--- config.mk ---
export PLATFORM = sky130hd
export DESIGN_NAME = cart_save_ctrl
export DESIGN_NICKNAME = d
export VERILOG_FILES = /design/src/rtl/cart_save_ctrl.sv
export SDC_FILE = /design/constraint.sdc
export NUM_CORES = 1
export LEC_CHECK = 0
export ABC_AREA = 1
export ABC_CLOCK_PERIOD_IN_PS = 1500
export CAP_MARGIN = 20
export CORE_ASPECT_RATIO = 1.1
export CORE_UTILIZATION = 29
export DETAILED_ROUTE_END_ITERATION = 16
export PLACE_DENSITY = 0.81
export SLEW_MARGIN = 20
export SYNTH_ARGS = -nofsm -noshare
export SYNTH_HDL_FRONTEND = slang
export SYNTH_SLANG_ARGS = --single-unit
--- constraint.sdc ---
create_clock -name i_clk -period 1.5 [get_ports i_clk]
set_input_delay 0.375 -clock i_clk [delete_from_list [all_inputs] [get_ports i_clk]]
set_output_delay 0.375 -clock i_clk [all_outputs]
set_load 0.01 [all_outputs]
--- src/rtl/cart_save_ctrl.sv ---
// Cartridge backup RAM controller: shares the RAM port between CPU and host
// block device, loading/saving the 8 KiB image in 512-byte blocks.
module cart_save_ctrl #(
  parameter int RAM_AW = 13,
  parameter int BLK_AW = 9,
  parameter int NBLK   = 16
) (
  input  logic                     i_clk,
  input  logic                     i_resb,
  input  logic [RAM_AW-1:0]        i_cpu_a,
  input  logic [7:0]               i_cpu_di,
  output logic [7:0]               o_cpu_do,
  input  logic                     i_cpu_csb,
  input  logic                     i_cpu_wrb,
  output logic                     o_hold,
  output logic [RAM_AW-1:0]        o_ram_a,
  output logic [7:0]               o_ram_di,
  input  logic [7:0]               i_ram_do,
  output logic                     o_ram_csb,
  output logic                     o_ram_wrb,
  input  logic                     i_img_mounted,
  input  logic [31:0]              i_img_size,
  input  logic                     i_save_req,
  output logic [RAM_AW-BLK_AW-1:0] o_sd_lba,
  output logic                     o_sd_rd,
  output logic                     o_sd_wr,
  input  logic                     i_sd_ack,
  input  logic [BLK_AW-1:0]        i_sd_buff_addr,
  input  logic [7:0]               i_sd_buff_dout,
  input  logic                     i_sd_buff_wr,
  output logic [7:0]               o_sd_buff_din,
  output logic                     o_dirty,
  output logic                     o_busy
);

  localparam int LBA_W = RAM_AW - BLK_AW;
  localparam logic [31:0] IMG_BYTES = 32'(2 ** RAM_AW);

  typedef enum logic [2:0] {
    S_IDLE,
    S_GRANT,
    S_REQ,
    S_XFER,
    S_NEXT
  } state_t;

  state_t           r_state;
  logic             r_hold;
  logic             r_busy;
  logic             r_dirty;
  logic             r_mounted;
  logic             r_pendLoad;
  logic             r_pendSave;
  logic             r_dirSave;
  logic [LBA_W-1:0] r_lba;
  logic             r_sdRd;
  logic             r_sdWr;

  logic w_cpuWrite;
  logic w_lastBlk;

  assign w_cpuWrite = !r_hold && !i_cpu_csb && !i_cpu_wrb;
  assign w_lastBlk  = (r_lba == LBA_W'(NBLK - 1));

  // Later assignments win: a finishing transfer clears its own pending flag
  // even if a new request for it arrives in the same cycle.
  always_ff @(posedge i_clk) begin
    if (!i_resb) begin
      r_state    <= S_IDLE;
      r_hold     <= 1'b0;
      r_busy     <= 1'b0;
      r_dirty    <= 1'b0;
      r_mounted  <= 1'b0;
      r_pendLoad <= 1'b0;
      r_pendSave <= 1'b0;
      r_dirSave  <= 1'b0;
      r_lba      <= '0;
      r_sdRd     <= 1'b0;
      r_sdWr     <= 1'b0;
    end else begin
      if (w_cpuWrite)
        r_dirty <= 1'b1;

      if (i_img_mounted && !r_busy) begin
        r_mounted <= 1'b1;
        if (i_img_size == IMG_BYTES)
          r_pendLoad <= 1'b1;
      end

      if (i_save_req && r_mounted && r_dirty)
        r_pendSave <= 1'b1;

      case (r_state)
        S_IDLE: begin
          if (r_pendLoad || r_pendSave) begin
            r_dirSave <= !r_pendLoad;
            r_lba     <= '0;
            r_busy    <= 1'b1;
            r_state   <= S_GRANT;
          end
        end
        S_GRANT: begin
          if (i_cpu_csb) begin
            r_hold  <= 1'b1;
            r_sdRd  <= !r_dirSave;
            r_sdWr  <= r_dirSave;
            r_state <= S_REQ;
          end
        end
        S_REQ: begin
          if (i_sd_ack) begin
            r_sdRd  <= 1'b0;
            r_sdWr  <= 1'b0;
            r_state <= S_XFER;
          end
        end
        S_XFER: begin
          if (!i_sd_ack)
            r_state <= S_NEXT;
        end
        S_NEXT: begin
          if (w_lastBlk) begin
            if (r_dirSave)
              r_pendSave <= 1'b0;
            else
              r_pendLoad <= 1'b0;
            r_dirty <= 1'b0;
            r_hold  <= 1'b0;
            // Stay busy when the other direction is queued so it follows directly.
            r_busy  <= r_dirSave ? r_pendLoad : r_pendSave;
            r_lba   <= '0;
            r_state <= S_IDLE;
          end else begin
            r_lba   <= r_lba + LBA_W'(1);
            r_sdRd  <= !r_dirSave;
            r_sdWr  <= r_dirSave;
            r_state <= S_REQ;
          end
        end
        default: r_state <= S_IDLE;
      endcase
    end
  end

  // While held, the RAM is only selected for host byte accesses in XFER.
  always_comb begin
    o_ram_a   = i_cpu_a;
    o_ram_di  = i_cpu_di;
    o_ram_csb = i_cpu_csb;
    o_ram_wrb = i_cpu_wrb;
    if (r_hold) begin
      o_ram_a   = {r_lba, i_sd_buff_addr};
      o_ram_di  = i_sd_buff_dout;
      o_ram_csb = 1'b1;
      o_ram_wrb = 1'b1;
      if (r_state == S_XFER) begin
        if (r_dirSave) begin
          o_ram_csb = 1'b0;
        end else if (i_sd_buff_wr) begin
          o_ram_csb = 1'b0;
          o_ram_wrb = 1'b0;
        end
      end
    end
  end

  assign o_cpu_do      = i_ram_do;
  assign o_sd_buff_din = i_ram_do;
  assign o_hold        = r_hold;
  assign o_busy        = r_busy;
  assign o_dirty       = r_dirty;
  assign o_sd_lba      = r_lba;
  assign o_sd_rd       = r_sdRd;
  assign o_sd_wr       = r_sdWr;

endmodule

==> impl_metrics.py, run 1 <==
metrics = {
    "logic_synthesis": {
        "yosysSeqAreaShare_pct": 24.4,
        "synth_simple_gate_area_share_pct": 46.6,
        "synth-compound-area-share_pct": 11.0,
        "synth_area_per_cell_um2": 5.84,
        "synth_top_family_by_area": "simple AND/OR/NAND/NOR gates",
        "synthCells": 225,
        "synth-seq-cells": 16,
        "synth_xor_area_share_pct": 0,
        "muxShareOfSynthArea_pct": 0,
        "ys_warn_count": 0,
        "synthAdderAreaFrac_pct": 0.952,
        "synth_fp_nets": 312,
        "yosysUniqueCellTypes": 29,
        "syn_area_um2": 1310,
    },
    "sta": {
        "drv_slew": 0,
        "period_minus_slack_ns": 1.60,
        "fin_ws_ns": -0.105,
        "fin_crit_sh_pct": 107,
        "hold_viol": 0,
        "max_freq_ghz": 0.623,
        "worst_slew_margin_rel_pct": 82.2,
        "skew_ns": 0.00118,
        "rsz0062_at_grt": "true",
        "setup_viol": 2,
        "worstMarginPinSlew_ns": 0.264,
    },
    "worst_setup_path": {
        "crit_chain": "inv_6 > buf_6 > nor4_4 > a21oi_1 > buf_2",
        "startpoint_type": "register",
        "slowest_stage": "dfxtp_4",
        "slowest_delay_ns": 0.38,
        "crit_required_ns": 1.12,
        "critical_path.top_delay_family": "flip-flops",
        "crit_type": "reg -> out",
        "cp.depth": 5,
        "crit_fanout": 4,
        "endpoint_kind": "output port",
        "path_buf_inv": 3,
        "arrival_ns": 1.23,
        "r2r_cells": 9,
    },
    "placement": {
        "gp_congestion": 0.881,
        "place_hpwl_mm": 3.26,
        "pre_cts_ws_ns": -0.589,
        "portBuffers": 109,
    },
    "clocking": {
        "worstSkewPairLatency_ns": 0.26,
        "clkTransAtPathRegs_ns": 0.06,
        "clock-sinks": 16,
        "clockBufferDepth": 2,
        "cts_tree": "done",
        "numCtsBuffers": 3,
        "htree_levels": 1,
        "clockRootBuffer": "clkbuf_8",
        "holdBufCountCts": 0,
    },
    "power_and_ir_drop": {
        "power_density_nw_per_um2": 886,
        "combPwrFrac_pct": 58.9,
        "switching_share_pct": 38.9,
        "peakVddDrop_v": 0.000500,
        "power.share.sequential_pct": 23.8,
        "p_sw_mw": 0.884,
        "leakagePower_nw": 1.19,
        "internal_power_mw": 1.39,
        "p_clk_share_pct": 17.3,
    },
    "detailed_routing": {
        "first_pass_iters": 4,
        "drcViolationCount": 0,
        "wl_mm": 4.16,
        "route.vias.total": 1713,
        "wire_per_inst_um": 10.6,
        "ant_nets": 0,
        "drt-initial-drc-count": 54,
        "viasPerCell": 4.36,
    },
    "die": {
        "coreArea_um2": 4320,
        "die_h_um": 72.6,
        "pin_count": 134,
        "dieArea_um2": 4800,
        "num_rows": 25,
        "die_w_um": 66.2,
        "initial_core_util_pct": 30.4,
    },
    "min_path": {
        "hold_class": "reg -> reg",
        "min_path_cells": 2,
    },
    "grt": {
        "grt_pass1_wl_mm": 6.33,
        "grt_overflow": 0,
        "grt_start_max_net_pins": 19,
        "antenna_found_initial": 0,
        "grtUsageTotal_pct": 16.8,
        "grt_pass1_vias": 1504,
    },
    "outcome": {
        "failed_checks": "negative setup slack",
        "status": "finished, violations left",
    },
    "final_layout": {
        "layout_commonest_cell": "clkdlybuf4s50_1",
        "final_cell_mix": "75 x clkdlybuf4s50_1, 74 x nand2_1, 29 x nor2_1",
        "syn_to_final_growth_pct": 95.3,
        "final_layout_size_suffix_gt1_share_pct": 24.2,
        "final_util_pct": 59.4,
        "finalNetCount": 427,
        "fillCellCount": 393,
        "insertedDiodeCount": 0,
    },
    "job": {
        "drv_cap": 0,
    },
}
state kept, by name, summed over array words and instances (netlist names):
| signal | flops |
|---|---|
| r_state | 3 |
| r_dirSave | 1 |
| o_sd_wr | 1 |
| r_pendSave | 1 |
| o_sd_rd | 1 |
| o_sd_lba | 4 |
| o_hold | 1 |
| r_mounted | 1 |
| r_pendLoad | 1 |
| o_dirty | 1 |
| o_busy | 1 |
worst reg2reg max path, cell delays in order, from the launching register on:
cell and delay [ns]:
dfxtp_1 0.33, buf_4 0.13, ha_2 0.18, nand2_2 0.07, nor2_4 0.18, nor2_4 0.07
nor2_4 0.12, nor2_4 0.06, nor2_1 0.11, nor2_2 0.05
cells in the mapped netlist:
cell type / count / area, um^2
nand2_1: 77 / 289
nor2_1: 31 / 116
inv_1: 20 / 75.1
buf_4: 16 / 120
dfxtp_1: 16 / 320
o21ai_0: 10 / 50.1
a21oi_1: 9 / 45.0
nand3_1: 8 / 40.0
nor2_2: 6 / 37.5
nand4_1: 4 / 25.0
buf_2: 3 / 15.0
clkbuf_1: 3 / 11.3
nor2_4: 3 / 33.8
nor3_1: 3 / 15.0
o21ai_2: 2 / 17.5
a211oi_1: 1 / 7.51
a21oi_2: 1 / 8.76
a31oi_1: 1 / 6.26
and2_0: 1 / 6.26
and2_1: 1 / 6.26
ha_1: 1 / 12.5
inv_2: 1 / 3.75
nand2_2: 1 / 6.26
nand3b_1: 1 / 7.51
nor3_2: 1 / 10.0
nor4_1: 1 / 6.26
o2111ai_1: 1 / 8.76
or2_0: 1 / 6.26
or2_2: 1 / 6.26
power groups by stage:
stage               sequential (mW)  combinational [mW]  clock, mW
global route                  0.550                1.47      0.410
CTS                           0.521                1.26      0.396
detailed placement            0.528                1.29          0
global placement              0.526                1.27          0
finish                        0.541                1.34      0.393
floorplan                     0.565               0.628          0
metrics by stage:
stage	TNS, ns	total power, mW	cells	hold WS (ns)	area, um^2
2_1_floorplan	0	1.19	225	0.440	1310
3_3_place_gp	-9.29	1.79	385	0.458	2480
3_5_place_dp	-9.45	1.82	385	0.465	2480
4_1_cts	-2.08	2.18	393	0.475	2550
5_1_grt	-0.417	2.43	393	0.511	2570
6_report	-0.195	2.27	393	0.475	2570
area by class of cell:
class	count	area, um^2	area share (%)
inverter	21	83.8	3.27
clock buffer	4	55.1	2.15
timing repair buffer	132	1200	46.7
tap	54	67.6	2.63
multi-input combinational	166	837	32.6
sequential	16	325	12.7
worst paths after layout:
kind                    start          to  slack [ns]
setup reg to reg  o_sd_lba[0]     o_sd_wr        0.10
hold / removal     r_pendSave  r_pendSave        0.48
setup / recovery       o_hold   o_ram_wrb       -0.10
hold reg to reg    r_pendSave  r_pendSave        0.48
timing repair:
item	CTS	global route
pin swaps	2	7
setup endpoints to repair	31	28
endpoints found under the hold margin	0	0
cloned	1	0
buffers inserted	3	0
resized for setup	59	64
cells by family after synthesis:
logic type,Yosys count
AND/OR/NAND/NOR,140
flip-flops,16
AO/OA/AOI/OAI,25
buffers and inverters,43
adder cells (fa/ha/maj),1
per-layer routing:
layer  track usage (%)  wire length, um  vias to the layer above
met3              2.19              304                        6
met2              31.0             2160                       76
li1                  -                -                      917
met5                 0                0                        -
met1              18.9             1610                      714
met4              7.57               93                        0
(Power assumes the default switching activity.)
==> run 2, diff against run 1 <==
Settings changed: ABC_AREA 1 to default, CORE_UTILIZATION 29 to 28.
==> run 2 against run 1 <==
  * The run still ends with negative setup slack left
  * Maximum frequency rose by 0.11%
  * Final area rose by 6.6%
  * Routed wire length rose by 16%
  * Synthesized cell count fell by 36%
  * Sequential share of layout area fell by 0.61 points
  * Core utilization rose by 7.6 points
  * Combinational power fell by 57%
  * Critical path type unchanged
  * Largest cell class unchanged
==> impl_metrics.py, run 2 <==
metrics = {
    "outcome": {
        "status": "finished, violations left",
        "failed_checks": "negative setup slack",
    },
    "logic_synthesis": {
        "synth_fp_nets": 232,
        "yosysUniqueCellTypes": 37,
        "ys.flop_type": "dfxtp_1",
        "synth-seq-cells": 16,
        "synth-compound-area-share_pct": 16.0,
        "synth_commonest_cells": "21 x mux2_2, 16 x buf_4, 16 x dfxtp_1",
        "synth_area_leaders": "dfxtp_1 26%, mux2_2 19%, buf_4 9.8%, nor2_1 3.7%, nor4_1 3.6%",
        "async_reset_ff_share_pct": 0,
        "synth-edff-count": 0,
        "yosys.cell_count.top_type": "mux2_2",
        "synth_area_per_cell_um2": 8.46,
        "muxShareOfSynthArea_pct": 22.6,
        "synth_xor_area_share_pct": 0,
        "synthAdderAreaFrac_pct": 1.02,
        "synthCells": 145,
        "yosysSeqAreaShare_pct": 26.1,
        "synth_area_leader_cell": "dfxtp_1",
        "synth_top_family_by_area": "multiplexers",
        "yosys.area.top_type_share_pct": 26.1,
        "ys_warn_count": 0,
        "syn_area_um2": 1230,
        "synth_simple_gate_area_share_pct": 20.8,
    },
    "detailed_routing": {
        "ant_nets": 0,
        "wire_per_inst_um": 15.5,
        "viasPerCell": 5.12,
        "drcViolationCount": 0,
        "route.vias.total": 1598,
        "first_pass_iters": 4,
        "drt-initial-drc-count": 44,
        "wl_mm": 4.82,
    },
    "sta": {
        "hold_viol": 0,
        "max_freq_ghz": 0.624,
        "skew_ns": 0.00552,
        "period_minus_slack_ns": 1.60,
        "drv_slew": 0,
        "fin_crit_sh_pct": 107,
        "worstMarginPinSlew_ns": 0.429,
        "worst_slew_margin_rel_pct": 71.2,
        "setup_viol": 22,
        "rsz0062_at_grt": "true",
        "fin_ws_ns": -0.103,
    },
    "final_layout": {
        "syn_to_final_growth_pct": 123,
        "layout_commonest_cell": "clkdlybuf4s50_1",
        "finalNetCount": 349,
        "largest_reg_flops": 4,
        "fillCellCount": 318,
        "insertedDiodeCount": 0,
        "final_cell_mix": "61 x clkdlybuf4s50_1, 23 x buf_6, 22 x buf_4",
        "final_layout_size_suffix_gt1_share_pct": 38.5,
        "seq_area_um2": 330,
        "multi_input_area_um2": 921,
    },
    "grt": {
        "grt_pass1_vias": 1563,
        "grtUsageTotal_pct": 20.1,
        "grt_overflow": 0,
        "grt_pass1_wl_mm": 7.13,
        "grt_start_max_net_pins": 14,
        "antenna_found_initial": 0,
    },
    "power_and_ir_drop": {
        "peakVddDrop_v": 0.000335,
        "power_density_nw_per_um2": 498,
        "finalPower_mw": 1.36,
        "leakagePower_nw": 1.22,
    },
    "clocking": {
        "numCtsBuffers": 3,
        "clock-sinks": 16,
        "worstSkewPairLatency_ns": 0.25,
        "htree_levels": 1,
        "cts_tree": "done",
        "clockRootBuffer": "clkbuf_8",
        "clkTransAtPathRegs_ns": 0.07,
        "clockBufferDepth": 2,
        "holdBufCountCts": 0,
    },
    "min_path": {
        "hold_class": "reg -> reg",
    },
    "placement": {
        "portBuffers": 109,
        "gp_congestion": 0.784,
        "place_hpwl_mm": 3.50,
        "pre_cts_ws_ns": -0.603,
    },
    "die": {
        "coreArea_um2": 4080,
        "die_w_um": 65.1,
        "dieArea_um2": 4650,
        "pin_count": 134,
        "die_h_um": 71.4,
        "initial_core_util_pct": 30.0,
        "num_rows": 24,
    },
    "job": {
        "drv_cap": 0,
    },
    "worst_setup_path": {
        "endpoint_kind": "output port",
        "crit_fanout": 8,
        "arrival_ns": 1.23,
        "crit_required_ns": 1.12,
        "startpoint_type": "register",
        "crit_type": "reg -> out",
    },
}
## run 2: cell count changes after synthesis, sizes merged, moves of 3 or more
cell | previous run | this run
a31oi | 1 | 6
nor3 | 4 | 7
inv | 21 | 3
mux2 | 0 | 21
a21oi | 10 | 5
mux2i | 0 | 4
o21ai | 12 | 5
nor2 | 40 | 13
nand3 | 8 | 3
nand4 | 4 | 0
nand2 | 78 | 8
nor4 | 1 | 7
## run 2: where the power goes
group,switching [mW],leakage [nW],internal [mW],total [mW]
Clock,0.149,0.0216,0.178,0.327
Sequential,0.0173,0.133,0.441,0.458
Combinational,0.190,1.06,0.388,0.578
## run 2: critical path, cell delays in order (launching register included)
cell and delay [ns]:
dfxtp_4 0.40, buf_12 0.14, mux2_4 0.31, buf_6 0.12
## run 2: final cells by class
class,instances,share of cell area (%)
Inverter,3,0.412
Timing Repair Buffer,136,50.0
Tap cell,52,2.38
Clock buffer,3,1.51
Sequential cell,16,12.1
Multi-Input combinational cell,102,33.7
## run 2: per-layer routing
layer,track usage [%],part of all wire (%),vias up
met5,0,0,-
met4,7.49,1.5,0
met3,4.46,9.6,9
met2,38.1,54,100
met1,21.2,35,736
li1,-,-,753
## run 2: worst paths after layout
path,start,slack (ns),cells past startpoint,to
max,o_hold,-0.10,3,o_ram_a[6]
min,o_sd_wr,0.47,2,o_sd_wr
max reg2reg,r_state[0],0.04,5,o_busy
min reg2reg,o_sd_wr,0.47,2,o_sd_wr
## run 2: what timing repair did
action / CTS / global route
pin swaps: 5 / 11
buffers inserted: 3 / 2
resized for setup: 162 / 32
gates cloned: 2 / 0
setup endpoints to repair: 35 / 32
## run 2: metrics by stage
| step | util (%) | setup TNS (ns) | cells | hold WS, ns | area [um^2] |
|---|---|---|---|---|---|
| 2_1_floorplan | - | 0 | 145 | 0.440 | 1230 |
| 3_3_place_gp | 59.2 | -9.65 | 304 | 0.451 | 2420 |
| 3_5_place_dp | 59.2 | -10.24 | 304 | 0.460 | 2420 |
| 4_1_cts | 65.5 | -2.47 | 312 | 0.473 | 2680 |
| 5_1_grt | 67.0 | -2.65 | 312 | 0.501 | 2740 |
| 6_report | 67.0 | -1.98 | 312 | 0.470 | 2740 |
## run 2: logic make-up (layout without fill, tap and decap cells)
group | Yosys count | after routing
DFF | 16 | 16
muxes | 25 | 25
adders and majority gates | 1 | 1
buffers and inverters | 27 | 142
AOI/OAI and AO/OA | 29 | 29
and+or+nand+nor | 47 | 47
